--- src/rtl/handshake_ctrl_if.sv ---
// -----------------------------------------------------------------------------
// handshake_ctrl_if
// Bundles the update strobes, acknowledges, mask/clear controls and the status
// outputs of handshake_ctrl. The interface carries no clock or reset.
//   master : update source / register side (drives strobes, acks, mask, clear)
//   slave  : handshake_ctrl (drives pending bits, int_req, int_id, ovf_cnt)
// Signals:
//   IO_BotUpdt      [NUM_CH]       asynchronous update strobes
//   IO_INT_ACK      [NUM_CH]       synchronous per-channel acknowledge
//   int_mask        [NUM_CH]       1 = channel excluded from int_req/int_id
//   ovf_clr                        synchronous clear of all overrun counters
//   IO_BotUpdt_Sync [NUM_CH]       sticky pending bits
//   int_req                        any unmasked channel pending
//   int_id          [ID_W]         lowest unmasked pending channel
//   ovf_cnt         [NUM_CH*OVF_W] per-channel saturating overrun counters
// -----------------------------------------------------------------------------
`timescale 1ns/1ps

interface handshake_ctrl_if #(
   parameter int NUM_CH = 4,
   parameter int OVF_W  = 8
);
   localparam int ID_W = (NUM_CH > 1) ? $clog2(NUM_CH) : 1;

   logic [NUM_CH-1:0]       IO_BotUpdt;
   logic [NUM_CH-1:0]       IO_INT_ACK;
   logic [NUM_CH-1:0]       int_mask;
   logic                    ovf_clr;
   logic [NUM_CH-1:0]       IO_BotUpdt_Sync;
   logic                    int_req;
   logic [ID_W-1:0]         int_id;
   logic [NUM_CH*OVF_W-1:0] ovf_cnt;

   modport master (
      output IO_BotUpdt, IO_INT_ACK, int_mask, ovf_clr,
      input  IO_BotUpdt_Sync, int_req, int_id, ovf_cnt
   );

   modport slave (
      input  IO_BotUpdt, IO_INT_ACK, int_mask, ovf_clr,
      output IO_BotUpdt_Sync, int_req, int_id, ovf_cnt
   );
endinterface

--- src/rtl/handshake_ctrl.sv ---
// -----------------------------------------------------------------------------
// handshake_ctrl
// Multi-channel update handshake. Each asynchronous update strobe is
// synchronised into clk50, turned into a set event (rising edge or level),
// and latched into a sticky pending bit that only its own acknowledge clears.
// A registered, masked, lowest-index-first interrupt request/id is produced,
// and every set that lands on an already pending, un-acked channel is counted
// in a per-channel saturating overrun counter.
// Ports:
//   clk50    system clock, rising edge
//   reset_n  asynchronous active-low reset, clears all state
//   hs       handshake_ctrl_if.slave (strobes, acks, mask, clear, status)
// -----------------------------------------------------------------------------
`timescale 1ns/1ps

module handshake_ctrl #(
   parameter int NUM_CH      = 4,
   parameter int SYNC_STAGES = 2,
   parameter int EDGE_MODE   = 1,
   parameter int OVF_W       = 8
) (
   input  logic             clk50,
   input  logic             reset_n,
   handshake_ctrl_if.slave  hs
);
   localparam int ID_W = (NUM_CH > 1) ? $clog2(NUM_CH) : 1;

   logic [NUM_CH-1:0]       r_sync [SYNC_STAGES];
   logic [NUM_CH-1:0]       r_hist;
   logic [NUM_CH-1:0]       r_pend;
   logic [OVF_W-1:0]        r_ovf  [NUM_CH];
   logic                    r_int_req;
   logic [ID_W-1:0]         r_int_id;

   logic [NUM_CH-1:0]       w_set;
   logic [NUM_CH-1:0]       w_ovf_inc;
   logic [NUM_CH-1:0]       w_unmasked;
   logic [ID_W-1:0]         w_first_id;
   logic [NUM_CH*OVF_W-1:0] w_ovf_flat;

   // Synchroniser chain plus one history flop behind the last stage, used for
   // edge detection. History resets to 0, so an input held high across reset
   // release yields exactly one edge.
   always_ff @(posedge clk50 or negedge reset_n) begin
      if (!reset_n) begin
         for (int s = 0; s < SYNC_STAGES; s++) r_sync[s] <= '0;
         r_hist <= '0;
      end else begin
         // NOTE: non-blocking assignments make every stage sample the value of
         // its predecessor from before this edge, which is what forms the chain.
         r_sync[0] <= hs.IO_BotUpdt;
         for (int s = 1; s < SYNC_STAGES; s++) r_sync[s] <= r_sync[s-1];
         r_hist <= r_sync[SYNC_STAGES-1];
      end
   end

   assign w_set = (EDGE_MODE != 0) ? (r_sync[SYNC_STAGES-1] & ~r_hist)
                                   : r_sync[SYNC_STAGES-1];

   // A set with a same-cycle ack is a fresh event, not a missed one.
   assign w_ovf_inc  = w_set & r_pend & ~hs.IO_INT_ACK;
   assign w_unmasked = r_pend & ~hs.int_mask;

   // Set wins over ack so an event arriving with the ack is never lost.
   always_ff @(posedge clk50 or negedge reset_n) begin
      if (!reset_n) r_pend <= '0;
      else          r_pend <= (r_pend & ~hs.IO_INT_ACK) | w_set;
   end

   // NOTE: the counter array is a handful of flops, not a RAM, so it takes the
   // async reset like any other state; a reset must discard stale counts.
   always_ff @(posedge clk50 or negedge reset_n) begin
      if (!reset_n) begin
         for (int i = 0; i < NUM_CH; i++) r_ovf[i] <= '0;
      end else begin
         for (int i = 0; i < NUM_CH; i++) begin
            if (hs.ovf_clr)
               r_ovf[i] <= '0;
            else if (w_ovf_inc[i] && (r_ovf[i] != '1))
               r_ovf[i] <= r_ovf[i] + 1'b1;
         end
      end
   end

   // Lowest-index priority: scan downwards so the last hit is the smallest.
   always_comb begin
      // NOTE: default first so every path assigns w_first_id and no latch forms.
      w_first_id = '0;
      for (int i = NUM_CH - 1; i >= 0; i--) begin
         if (w_unmasked[i]) w_first_id = ID_W'(i);
      end
   end

   // int_id only follows while something is requesting; otherwise it keeps the
   // last reported channel.
   always_ff @(posedge clk50 or negedge reset_n) begin
      if (!reset_n) begin
         r_int_req <= 1'b0;
         r_int_id  <= '0;
      end else begin
         r_int_req <= |w_unmasked;
         if (|w_unmasked) r_int_id <= w_first_id;
      end
   end

   always_comb begin
      w_ovf_flat = '0;
      for (int i = 0; i < NUM_CH; i++) w_ovf_flat[i*OVF_W +: OVF_W] = r_ovf[i];
   end

   assign hs.IO_BotUpdt_Sync = r_pend;
   assign hs.int_req         = r_int_req;
   assign hs.int_id          = r_int_id;
   assign hs.ovf_cnt         = w_ovf_flat;

endmodule
--- src/flat_wrapper.sv ---
// flat-port wrapper written by rule: the top's interface ports become plain ports
module handshake_ctrl_flat 
#(
   parameter int NUM_CH      = 4,
   parameter int SYNC_STAGES = 2,
   parameter int EDGE_MODE   = 1,
   parameter int OVF_W       = 8
)
  (clk50, reset_n, hs_IO_BotUpdt, hs_IO_INT_ACK, hs_int_mask, hs_ovf_clr, hs_IO_BotUpdt_Sync, hs_int_req, hs_int_id, hs_ovf_cnt);
  handshake_ctrl_if #(.NUM_CH(NUM_CH), .OVF_W(OVF_W)) hs_i ();
  input  logic clk50;
  input  logic reset_n;
  input wire logic [$bits(hs_i.IO_BotUpdt)-1:0] hs_IO_BotUpdt;
  input wire logic [$bits(hs_i.IO_INT_ACK)-1:0] hs_IO_INT_ACK;
  input wire logic [$bits(hs_i.int_mask)-1:0] hs_int_mask;
  input wire logic [$bits(hs_i.ovf_clr)-1:0] hs_ovf_clr;
  output wire logic [$bits(hs_i.IO_BotUpdt_Sync)-1:0] hs_IO_BotUpdt_Sync;
  output wire logic [$bits(hs_i.int_req)-1:0] hs_int_req;
  output wire logic [$bits(hs_i.int_id)-1:0] hs_int_id;
  output wire logic [$bits(hs_i.ovf_cnt)-1:0] hs_ovf_cnt;
  assign hs_i.IO_BotUpdt = hs_IO_BotUpdt;
  assign hs_i.IO_INT_ACK = hs_IO_INT_ACK;
  assign hs_i.int_mask = hs_int_mask;
  assign hs_i.ovf_clr = hs_ovf_clr;
  assign hs_IO_BotUpdt_Sync = hs_i.IO_BotUpdt_Sync;
  assign hs_int_req = hs_i.int_req;
  assign hs_int_id = hs_i.int_id;
  assign hs_ovf_cnt = hs_i.ovf_cnt;
  handshake_ctrl #(.NUM_CH(NUM_CH), .SYNC_STAGES(SYNC_STAGES), .EDGE_MODE(EDGE_MODE), .OVF_W(OVF_W)) u_core (.clk50(clk50), .reset_n(reset_n), .hs(hs_i));
endmodule
--- config.mk ---
export PLATFORM = sky130hd
export DESIGN_NAME = handshake_ctrl_flat
export DESIGN_NICKNAME = d
export VERILOG_FILES = /design/src/rtl/handshake_ctrl_if.sv /design/src/rtl/handshake_ctrl.sv /design/src/flat_wrapper.sv
export SDC_FILE = /design/constraint.sdc
export NUM_CORES = 1
export LEC_CHECK = 0
export ABC_AREA = 1
export CAP_MARGIN = 20
export CORE_ASPECT_RATIO = 1.75
export CORE_UTILIZATION = 55
export DETAILED_ROUTE_END_ITERATION = 12
export PLACE_DENSITY = 0.9
export SETUP_SLACK_MARGIN = 0.2
export SKIP_LAST_GASP = 1
export SLEW_MARGIN = 0
export SYNTH_ARGS = -nofsm -noshare
export SYNTH_HDL_FRONTEND = slang
export SYNTH_SLANG_ARGS = --single-unit
--- constraint.sdc ---
create_clock -name clk50 -period 3.15 [get_ports clk50]
set_clock_uncertainty 0.2 [all_clocks]
set_input_delay 0.315 -clock clk50 [delete_from_list [all_inputs] [get_ports clk50]]
set_output_delay 0.315 -clock clk50 [all_outputs]
set_load 0.01 [all_outputs]
[Word level (Yosys, flattened, before mapping)]
Cells that the tools add are included.
Word-level totals
  register bits after elaboration: 51
  input port bits: 15
  output and inout port bits: 39
  logic and storage cells: 48
Cells by class
  add/subtract/negate cells: 4
  eq/ne operators: 4
  muxes and demuxes: 12
  bitwise gates (word level): 9
  reductions and logical operators: 9
Operator list (count)
  2-to-1 mux 8 bit: 8
  adder 8 x 1 -> 8 bit (second input constant): 4
  inequality test 8 bit (second input constant): 4
  AND 4 bit: 5
  inverter 4 bit: 3
  2-to-1 mux 2 bit: 4
  nonzero test 2 bit: 4
  logical AND 1 bit: 4
  OR 4 bit: 1
  OR reduction 4 bit: 1

[Logic depth before layout (Yosys ltp)]
  depth after elaboration: 7
  gate-level depth with buffers: 8
  mapped depth without buffers: 8

[Least setup slack after synthesis]
OpenSTA, ideal clock, no wires.
  path type: register -> register
  from: register u_core.r_ovf, in the netlist u_core.hs.ovf_cnt[8]
  to: register u_core.r_ovf, in the netlist u_core.hs.ovf_cnt[15]
  arrival time: 1.264 ns
  data required time: 2.832 ns
  slack: 1.567 ns
  stages on the path, launching flop included: 8
  path buffers: 0
  clock period less this slack: 1.583 ns
  cell sequence: dfrtp_1 -> ha_1 -> nand2_1 -> nor2_4 -> a21oi_4 -> nor2_8 -> nand2_1 -> nand2_1
On the way
  longest elaborated chain between the ends: 3
  elaborated cells on any way between the ends: 6
  classes of those cells: add/sub (1); eq/ne (1); mux (2); reduce/logical (2)
Ends and longest elaborated chain
  start, declared: line handshake_ctrl.sv:31  | logic [OVF_W-1:0] r_ovf [NUM_CH];
  start signal, assigned by index: line handshake_ctrl.sv:80  | r_ovf[i] <= r_ovf[i] + 1'b1;
  adder 8 x 1 -> 8 bit or inequality test 8 bit (tied branches): line handshake_ctrl.sv:80, handshake_ctrl.sv:79
  2-to-1 mux 8 bit or logical AND 1 bit (tied branches): line handshake_ctrl.sv:79  | else if (w_ovf_inc[i] && (r_ovf[i] != '1))
  2-to-1 mux 8 bit or nonzero test 2 bit (tied branches)
Parallel ways exist; a longest one is shown, timed or not. The select of a mux whose other input is x is not followed.
A chain may end at the register's enable or synchronous reset.

[Final worst setup path]
  from: register u_core.r_ovf, in the netlist u_core.hs.ovf_cnt[19]
  to: output hs_ovf_cnt[19]
RTL lines
  end, declared: line flat_wrapper.sv:20  | output wire logic [$bits(hs_i.ovf_cnt)-1:0] hs_ovf_cnt;
No word-level cell between the ends.

==> reports/qor.csv <==
metric,value,unit
number of setup buffers added after CTS,0,
cell family with most CP delay,buffers and inverters,
pin count of the biggest net entering global routing,52,
first-pass GRT wire length,9294,um
clock power share,30.9,%
minimum clock period,1885,ps
prevailing post-synth register cell,dfrtp_1,
r2r startpoint,u_core.hs.ovf_cnt[8],
CTS sink count,51,
synth warn,0,
CP Launch Type,register,
final WL,5572,um
IO buf count,53,
Slew @ Worst Pin,482.8,ps
RR Endpoint,u_core.hs.ovf_cnt[9],
"Critical Path, Cell by Cell",clkdlybuf4s50_1,
routed len/inst,12.99,um
largest stage delay on the critical path,590,ps
antenna cells,0,
footprint of the multi-input gates,0.001165,sq mm
nets,396,
synthesized flop and latch total,51,
P_sw,0.2873,mW
CTS buffer count,5,
vias in the first global route,2138,
Fill cells,340,
Worst-Skew Late Latency,300,ps
drt drc,0,
max cap viols,0,
status,finished clean,
Final Hold Vio Count,0,
CP Launch Point,u_core.hs.ovf_cnt[19],
Design Power,1.175,mW
final setup fails,0,
CTS root buffer,clkbuf_8,
Placement Setup Slack,1177,ps
vias,2300,
Reg power frac,58.4,%
Area Overhead vs Synth,26.90,%
Crit Path Category,register to output pin,
DP HPWL,3999,um
CTS tree,yes,
period utilization,59.83,%
Hold/Removal Path Class,register to register,
Starting Density,58.31,%
ratio of cells with drive above 1 in the final layout,9.524,%
cts repair resizes,0,
Switching Share,24.46,%
R2R Setup Slk,1430,ps
Slew HR,67.77,%
combinational power share,10.6,%
Crit path buffers/inverters,1,
fin. max-slew vios,0,
Setup TNS Final,0,ps
most frequent cells in the layout,"nand2_1 (103), clkdlybuf4s50_1 (52), dfrtp_1 (51)",
1st-iter DRT viols,69,
R2R depth,7,
post-cts hold buffer count,0,
initial antenna violation count,0,
async set or reset register ratio after synthesis,100.0,%
design area,0.003288,sq mm
Synth Instances,317,
DP Area,0.003173,sq mm
remaining antenna violation count,0,
Crit Path Max Fanout,6,
GP Congestion,0.8386,
"commonest non-fill, non-tap cell in the layout",nand2_1,
Storage cell area,0.001276,sq mm
drt pass-1 iters,5,
Internal,0.8875,mW
maximum VDD drop,326.4,uV
Critical Path RT,2630,ps
chip height,92.80,um
pwr dens,357.3,mW/mm^2
unrepaired setup endpoints after global routing,no,
worst setup path endpoint,hs_ovf_cnt[19],
Core Box Area,0.004444,sq mm
WP data arrival,1370,ps
sequential area share after synthesis,49.25,%
critical path depth,1,
Synth cell types,29,
IO Count,54,
Die X,53.89,um
htree depth,2,
Synth Area per Inst,8.174,sq um
Worst Setup End Kind,output pin,
Max Fclk,530.6,MHz
Leak Pwr,1.627,nW
maximum clock path buffer count,2,
Post-Syn Nets,336,
"EDFF count, synth",0,
GRT overflow,0,
worst setup margin,1265,ps
Via density,5.361,
final hold slack,157.2,ps
# rows,32,
slowest library cell on the worst path,clkdlybuf4s50_1,
Worst-path clk slew,90,ps
GRT Total Usage,25.26,%
Post-Syn Area,0.002591,sq mm
die area,0.005001,sq mm
==> cells in the mapped netlist, drive strengths merged, types with 2 or more instances <==
| cell type | instances | area [sq um] |
|---|---|---|
| o22ai | 3 | 18.77 |
| or2 | 3 | 18.77 |
| a21oi | 5 | 51.30 |
| o21bai | 4 | 30.03 |
| dfrtp | 51 | 1276 |
| inv | 36 | 135.1 |
| buf | 2 | 11.26 |
| ha | 4 | 50.05 |
| nand2 | 107 | 416.7 |
| nand4 | 4 | 25.02 |
| nor2 | 40 | 222.7 |
| o21ai | 4 | 20.02 |
| xor2 | 10 | 87.58 |
| nand3 | 39 | 195.2 |
==> registers in the layout, indices dropped and copies added, names as in the netlist <==
signal                     count
u_core.hs.ovf_cnt             32
u_core.r_sync                  8
u_core.hs.IO_BotUpdt_Sync      4
u_core.r_hist                  4
u_core.hs.int_id               2
u_core.hs.int_req              1
==> power by group through the flow <==
stage | sequential (mW) | combinational [mW] | clock (mW)
final | 0.686 | 0.125 | 0.363
after global routing | 0.689 | 0.138 | 0.398
after CTS | 0.686 | 0.123 | 0.376
after detailed placement | 0.700 | 0.122 | 0
after global placement | 0.698 | 0.120 | 0
after floorplan | 0.704 | 0.0476 | 0
==> routing by layer <==
| layer | up-vias | share of wire (%) | track usage (%) |
|---|---|---|---|
| li1 | 1113 | - | - |
| met1 | 1110 | 39 | 28.42 |
| met2 | 70 | 55 | 44.55 |
| met3 | 7 | 3.5 | 3.612 |
| met4 | 0 | 2.3 | 10.96 |
| met5 | - | 0 | 0 |
==> stage by stage <==
step | utilization [%] | cells
after detailed placement | 71.40 | 419
after floorplan | - | 317
after CTS | 73.31 | 427
after global routing | 73.99 | 429
after global placement | 71.40 | 419
final | 73.99 | 429
==> kinds of logic after synthesis <==
family,share of synthesized area (%)
and+or+nand+nor,34.38
AOI/OAI and AO/OA,4.925
xor gates and xnor gates,3.718
DFF,49.25
adders and majority gates,1.932
buffers and inverters,5.794
==> how the worst min path moves through the flow <==
stage,depth (start not counted),to,from
3_5_place_dp,0,u_core.r_sync[2],u_core.r_sync[6]
4_1_cts,1,u_core.hs.int_id[1],reset_n
5_1_grt,0,u_core.r_sync[3],u_core.r_sync[7]
6_report,0,u_core.r_sync[3],u_core.r_sync[7]
3_3_place_gp,0,u_core.r_sync[0],u_core.r_sync[4]
2_1_floorplan,0,u_core.hs.IO_BotUpdt_Sync[0],reset_n
==> layout make-up <==
cell class | instances | area share [%]
clock buffers | 6 | 2.207
clock inverters | 2 | 0.3805
inverters | 36 | 4.110
multi-input cells | 227 | 35.43
flip-flops and latches | 51 | 38.81
well taps | 51 | 1.941
repair buffers | 56 | 17.12
Note: power is estimated with default switching activity, not from simulation.
